## config.mk

```make
export PLATFORM = sky130hd
export DESIGN_NAME = psum_requant
export DESIGN_NICKNAME = d
export VERILOG_FILES = /design/src/rtl/psum_requant.sv
export SDC_FILE = /design/constraint.sdc
export NUM_CORES = 2
export LEC_CHECK = 0
export BUFFER_PORTS_ARGS = -buffer_cell sky130_fd_sc_hd__buf_2
export CORE_ASPECT_RATIO = 1.2
export CORE_UTILIZATION = 49
export CTS_CLUSTER_DIAMETER = 150
export DETAILED_ROUTE_END_ITERATION = 8
export PLACE_DENSITY = 0.67
export SETUP_SLACK_MARGIN = 0.1
export SYNTH_ARGS = -nofsm -noshare
export SYNTH_HDL_FRONTEND = slang
export SYNTH_SLANG_ARGS = --single-unit
```

## constraint.sdc

```tcl
create_clock -name clk -period 8 [get_ports clk]
set_clock_uncertainty 0.05 [all_clocks]
set_input_delay 1.2 -clock clk [delete_from_list [all_inputs] [get_ports clk]]
set_output_delay 1.2 -clock clk [all_outputs]
set_load 0.01 [all_outputs]
```

## src/rtl/psum_requant.sv

```systemverilog
// psum_requant: requantizes 32-bit signed accumulated partial sums into 8-bit
// signed activations for the next layer. Each sample carries its own unsigned
// fixed-point scale, a rounding right-shift amount and a ReLU enable. The result
// saturates to the signed output range, and clipped outputs are counted.
// Two-stage elastic pipeline with valid/ready on both sides:
//   S1 captures the sample and the scale product.
//   S2 rounds, shifts, applies ReLU and clamps into the output register.
// Ports:
//   clk, rst             clock; synchronous active-high reset
//   in_valid/in_ready    input handshake for psum_in, scale, shift, relu_en
//   psum_in              signed accumulated partial sum (ACCWIDTH)
//   scale                unsigned multiplier (MULTWIDTH)
//   shift                right-shift amount (SHIFTWIDTH)
//   relu_en              1: negative results become 0
//   out_valid/out_ready  output handshake for act_out
//   act_out              signed saturated activation (WIDTH)
//   sat_count            saturating count of transferred outputs that were clipped
module psum_requant #(
   parameter int unsigned ACCWIDTH   = 32,
   parameter int unsigned WIDTH      = 8,
   parameter int unsigned MULTWIDTH  = 16,
   parameter int unsigned SHIFTWIDTH = 5
) (
   input  logic                  clk,
   input  logic                  rst,
   input  logic                  in_valid,
   output logic                  in_ready,
   input  logic [ACCWIDTH-1:0]   psum_in,
   input  logic [MULTWIDTH-1:0]  scale,
   input  logic [SHIFTWIDTH-1:0] shift,
   input  logic                  relu_en,
   output logic                  out_valid,
   input  logic                  out_ready,
   output logic [WIDTH-1:0]      act_out,
   output logic [15:0]           sat_count
);

   // Product width: signed psum times zero-extended (signed) scale.
   localparam int unsigned PW = ACCWIDTH + MULTWIDTH + 1;
   // One extra bit so the rounding addend can never overflow.
   localparam int unsigned RW = PW + 1;
   localparam int unsigned CW = 16;

   localparam logic signed [RW-1:0] ACT_MAX = RW'((2 ** (WIDTH - 1)) - 1);
   localparam logic signed [RW-1:0] ACT_MIN = -RW'(2 ** (WIDTH - 1));

   // S1 payload: product plus the per-sample controls that travel with it.
   typedef struct packed {
      logic [PW-1:0]         prod;
      logic [SHIFTWIDTH-1:0] shift;
      logic                  relu;
   } s1_t;

   // Pipeline state
   logic          s1_valid_q, s1_valid_d;
   s1_t           s1_q, s1_d;
   logic          out_valid_q, out_valid_d;
   logic [WIDTH-1:0] act_q, act_d;
   logic          sat_q, sat_d;
   logic [CW-1:0] sat_count_q, sat_count_d;

   // Datapath intermediates
   logic signed [PW-1:0] a_ext_c;
   logic signed [PW-1:0] b_ext_c;
   logic signed [PW-1:0] prod_c;
   logic signed [RW-1:0] ext_c;
   logic signed [RW-1:0] rnd_c;
   logic signed [RW-1:0] sum_c;
   logic signed [RW-1:0] r_c;
   logic                 s2_adv_c;
   logic                 s1_adv_c;

   // Handshake: each stage advances when its downstream slot frees this cycle.
   always_comb begin
      s2_adv_c = !out_valid_q || out_ready;
      s1_adv_c = !s1_valid_q || s2_adv_c;
   end

   // S1 arithmetic: signed psum times zero-extended scale.
   always_comb begin
      a_ext_c = PW'($signed(psum_in));
      b_ext_c = PW'({1'b0, scale});
      prod_c  = a_ext_c * b_ext_c;
   end

   // S2 arithmetic: rounding right shift (half toward +inf), evaluated one bit wider.
   always_comb begin
      ext_c = RW'($signed(s1_q.prod));
      rnd_c = RW'(1) << (s1_q.shift - SHIFTWIDTH'(1));
      sum_c = ext_c + rnd_c;
      if (s1_q.shift == '0) begin
         r_c = ext_c;
      end else begin
         r_c = sum_c >>> s1_q.shift;
      end
   end

   // Next-state logic for both stages and the saturation counter.
   always_comb begin
      s1_valid_d  = s1_valid_q;
      s1_d        = s1_q;
      out_valid_d = out_valid_q;
      act_d       = act_q;
      sat_d       = sat_q;
      sat_count_d = sat_count_q;

      if (s1_adv_c) begin
         s1_valid_d = in_valid;
         if (in_valid) begin
            s1_d.prod  = prod_c;
            s1_d.shift = shift;
            s1_d.relu  = relu_en;
         end
      end

      if (s2_adv_c) begin
         out_valid_d = s1_valid_q;
         if (s1_valid_q) begin
            // ReLU zeroing takes priority and is not a clip event.
            if (s1_q.relu && r_c < 0) begin
               act_d = '0;
               sat_d = 1'b0;
            end else if (r_c > ACT_MAX) begin
               act_d = ACT_MAX[WIDTH-1:0];
               sat_d = 1'b1;
            end else if (r_c < ACT_MIN) begin
               act_d = ACT_MIN[WIDTH-1:0];
               sat_d = 1'b1;
            end else begin
               act_d = r_c[WIDTH-1:0];
               sat_d = 1'b0;
            end
         end
      end

      // Count clipped results only when they actually leave the block.
      if (out_valid_q && out_ready && sat_q && (sat_count_q != '1)) begin
         sat_count_d = sat_count_q + CW'(1);
      end
   end

   // State registers
   always_ff @(posedge clk) begin
      if (rst) begin
         s1_valid_q  <= 1'b0;
         s1_q        <= '0;
         out_valid_q <= 1'b0;
         act_q       <= '0;
         sat_q       <= 1'b0;
         sat_count_q <= '0;
      end else begin
         s1_valid_q  <= s1_valid_d;
         s1_q        <= s1_d;
         out_valid_q <= out_valid_d;
         act_q       <= act_d;
         sat_q       <= sat_d;
         sat_count_q <= sat_count_d;
      end
   end

   assign in_ready  = s1_adv_c;
   assign out_valid = out_valid_q;
   assign act_out   = act_q;
   assign sat_count = sat_count_q;

endmodule

```

# Word-level counts from Yosys, hierarchy flattened
# Index checks and enable logic that the tools add are counted.
# Widths: inputs -> output; s select.
[op_classes] add_sub_neg=3 n_mul=1 magnitude_cmp=3 eq_ne=1 shift=2 mux=7 reduce_logical=11
[op_table] op="$add 49x50->50" count=1
[op_table] op="$gt 50x8->1 const B" count=1
[op_table] op="$lt 50x1->1 const B" count=1
[op_table] op="$lt 50x8->1 const B" count=1
[op_table] op="$mux 50" count=1
[op_table] op="$shl 1x5->50 const A" count=1
[op_table] op="$sshr 50x5->50" count=1
[op_table] op="$mul 32x17->49" count=1
[op_table] op="$mux 8" count=3
[op_table] op="$add 16x1->16 const B" count=1
[op_table] op="$ne 16x16->1 const B" count=1
[op_table] op="$logic_not 5->1" count=1
[op_table] op="$sub 5x1->5 const B" count=1
[op_table] op="$logic_and 1x1->1" count=4
[op_table] op="$reduce_and 2->1" count=2
[op_table] op="$mux 1" count=3
[op_table] op="$logic_not 1->1" count=2
[op_table] op="$logic_or 1x1->1" count=2
[word_totals] ff_bits=82 inputBits=58 out_inout_bits=26 elab_cells=36

# Logic depth before layout (Yosys ltp)
[logic_depth] depth_word=9 ltp_mapped=30 ltp_nobuf=30

# Worst setup path before layout
# OpenSTA, ideal clock, no wires.
[synth_path] path_kind="input-to-reg" startpoint="input port psum_in[12]" endpoint="register s1_q (netlist bit ext_c[48])" setup_ns=0.070 t_arrival_ns=8.010 path_slack_ns=-0.131 stages=30 path_buffers=1 cell_sequence="clkbuf_1 -> nand2_1 -> fa_1 -> inv_1 -> fa_1 -> inv_1 -> fa_1 -> inv_1 -> fa_1 -> inv_1 -> fa_1 -> inv_1 -> fa_1 -> ha_1 -> o21a_1 -> o21a_1 -> o21a_1 -> o21ai_0 -> o32a_1 -> a311oi_1 -> a211oi_1 -> o31ai_1 -> a21oi_1 -> o31ai_1 -> a31o_2 -> nand2_1 -> a221oi_1 -> xnor2_1 -> nand2_1 -> a21oi_1"
[synth_between] elab_chain_cells=1
[synth_rtl] element="from (decl)" line="28" text="input logic [ACCWIDTH-1:0] psum_in,"
[synth_rtl] element="$mul 32x17->49" line="83" text="prod_c = a_ext_c * b_ext_c;"
[synth_rtl] element="to (signal assigned)" line="146" text="s1_q <= '0;"
[synth_rtl] element="to (signal assigned)" line="153" text="s1_q <= s1_d;"
[synth_rtl] element="to (decl)" line="56" text="s1_t s1_q, s1_d;"
# Every way passes these cells.
# A chain may end at the register's enable or synchronous reset.

# Final worst setup path
[layout_path] startpoint="input port scale[7]" endpoint="register s1_q (netlist bit ext_c[46])"
[layout_between] elab_chain_cells=1
[layout_rtl] element="from (decl)" line="29" text="input logic [MULTWIDTH-1:0] scale,"
[layout_rtl] element="$mul 32x17->49" line="83"
# Every way passes these cells.

==> impl_metrics.csv <==
group,metric,value,unit
grt,antenna_found_initial,1,
sta,min_period,7.68,ns
setup_path,cp_max_fo,7,
logic_synthesis,yosys_warnings,0,
logic_synthesis,syn-num-nets,4406,
logic_synthesis,synth_area,29500,sq um
logic_synthesis,synth_area_per_cell,7.96,sq um
drt,vias,27500,
grt,grt_max_degree,78,
finish,nets,4462,
outcome,outcome,"finished, final reports clean",
logic_synthesis,synth_cells,3708,
setup_path,critPathArrivalTime,7.92,ns
sta,setup_viol,0,
worst_hold_path,hold_class,"reg -> reg",
drt,drcViolationCount,0,
place,postPlaceCellArea,31400,sq um
place,io_buffers,83,
logic_synthesis,async_flop_share,0,
place,place.gp.congestion,1.06,
sta,finalHoldViolCount,0,
logic_synthesis,synth_seq_area_share,0.0556,
finish,multi_input_area,25100,sq um
cts,clkSlewWorstSetupHoldPaths,0.07,ns
finish,final_cell_area,32100,sq um
finish,antenna_cells,0,
die,die-area,61200,sq um
setup_path,critPathKind,"in -> reg",
sta,tightestPinTransition,1.10,ns
setup_path,crit_slowest_cell,"fa_2",
logic_synthesis,synth_top_cell_area_share,0.333,
die,rows,98,
finish,final_core_util,0.539,
die,die_y,271,um
setup_path,ff2ff_path_depth,23,
logic_synthesis,synthTopCellsByArea,"fa_1, nand2_1, inv_1",
drt,drt_iter0_markers,2532,
grt,gr-usage-all-layers,0.323,
cts,clkLatencyLatePin,0.36,ns
setup_path,cp-end-kind,"register",
logic_synthesis,synth_edf_count,0,
job,drv_cap,0,
finish,drive_above_1_share,0.115,
die,start_util,0.495,
sta,min_period_over_period,0.960,
cts,root_buffer,"clkbuf_16",
logic_synthesis,synthTopCellsByCount,"nand2_1, inv_1, fa_1, nor2_1, and2_1",
finish,seqCellArea,1650,sq um
grt,grt_pass1_vias,27500,
cts,hold_buffers,0,
grt,grt_pass1_wl,154,mm
cts,clockBufferDepth,2,
die,ios,84,
drt,antenna_left,0,
cts,cts_tree,"built",
cts,htree_num_levels,3,
finish,syn_to_final_growth,8.89,%
die,die_w,226,um
cts,cts_made_buffers,9,
logic_synthesis,synthFlopType,"dfxtp_1",
setup_path,regToRegSetupSlack,0.85,ns
setup_path,cp-endpoint,"ext_c[46]",
sta,finalMaxSlewViolations,0,
drt,post_drt_wl_per_cell,21.3,um
drt,routed_via_density,6.01,
logic_synthesis,yosysUniqueCellTypes,114,
setup_path,cp-startpoint,"scale[7]",
drt,dr.pass1.iters,8,
setup_path,r2r-end,"act_out[1]",
logic_synthesis,synth.ff_latch_count,82,
setup_path,r2r-start,"s1_q[2]",
cts,numClockSinks,82,
sta,rsz0062_at_grt,"true",
die,core-area,59600,sq um
logic_synthesis,yosysTopAreaCell,"fa_1",
place,hpwlAfterDp,79.9,mm
sta,hold_slack,0.424,ns
setup_path,required,8.24,ns
logic_synthesis,synth_most_common_cell,"nand2_1",
grt,grt_overflow,0,
drt,wl,97.2,mm
setup_path,startpoint_type,"input pin",
sta,slew_headroom,0.268,
setup_path,max_stage_delay,0.57,ns
sta,fmax,0.130,GHz
finish,fillCellCount,5797,
==> worst min path at each step <==
| stage | from | end | slack, ns | cells past startpoint |
|---|---|---|---|---|
| after floorplan | sat_q | sat_q | 0.39 | 2 |
| after global placement | s1_q[5] | s1_q[5] | 0.40 | 2 |
| after detailed placement | s1_q[5] | s1_q[5] | 0.41 | 2 |
| after CTS | s1_q[5] | s1_q[5] | 0.42 | 2 |
| after global routing | s1_q[5] | s1_q[5] | 0.44 | 2 |
| final | s1_q[5] | s1_q[5] | 0.42 | 2 |
==> cells in the final DEF (no fill, tap or decap), drive strengths merged, types with 74 or more instances in the layout <==
cell type	n
ha	150
buf	268
nand2	551
nor3	74
and2	219
nor2	241
inv	549
dfxtp	82
o21ai	103
fa	490
a21oi	197
==> flip-flops by register name, indices dropped and copies added (netlist names) <==
signal      count
act_out         8
ext_c          49
out_valid       1
s1_q            6
s1_valid_q      1
sat_count      16
sat_q           1
==> final cells by class <==
class | instances | area share
Sequential cell | 82 | 0.0514
Tap cell | 800 | 0.0312
Timing Repair Buffer | 268 | 0.0625
Clock inverter | 7 | 0.00269
Clock buffer | 9 | 0.00701
Inverter | 546 | 0.0638
Multi-Input combinational cell | 2857 | 0.781
==> per-stage QoR <==
| step | setup slack, ns | setup TNS, ns | instances |
|---|---|---|---|
| floorplan | 0.150 | 0 | 3708 |
| global placement | -0.372 | -2.05 | 4552 |
| detailed placement | -0.442 | -2.91 | 4552 |
| CTS | 0.104 | 0 | 4568 |
| global route | 0.0446 | 0 | 4569 |
| finish | 0.321 | 0 | 4569 |
==> cell families (layout without fill, tap and decap cells) <==
kind of cell / count (synthesis) / after routing / synth area share
AND/OR/NAND/NOR: 1350 / 1350 / 0.220
buffers and inverters: 769 / 830 / 0.100
AO/OA/AOI/OAI: 713 / 713 / 0.173
adder cells (fa/ha/maj): 640 / 640 / 0.396
XOR/XNOR: 85 / 85 / 0.0252
flip-flops: 82 / 82 / 0.0556
multiplexers: 69 / 69 / 0.0307
==> metal layers <==
metal	up-vias	track usage	routed length, um
met3	292	0.0431	7550
met2	1354	0.502	43600
met1	13400	0.427	39900
met4	2	0.191	6190
li1	12400	-	-
met5	-	0	13
==> critical path, delay by kind of cell <==
| kind | cells | cell delay, ns |
|---|---|---|
| and+or+nand+nor | 3 | 0.21 |
| xor gates and xnor gates | 1 | 0.15 |
| AOI/OAI and AO/OA | 13 | 2.55 |
| adders and majority gates | 7 | 3.19 |
| buffers and inverters | 6 | 0.62 |
==> what timing repair did <==
action	CTS	global route
endpoints found under the setup margin	6	10
gates resized for setup	8	115
endpoints found under the hold margin	0	0
buffers inserted	0	1
pin swaps	3	35
Power is not shown: default switching activity piles up to over one toggle a cycle in this logic, so the estimate is an artifact.
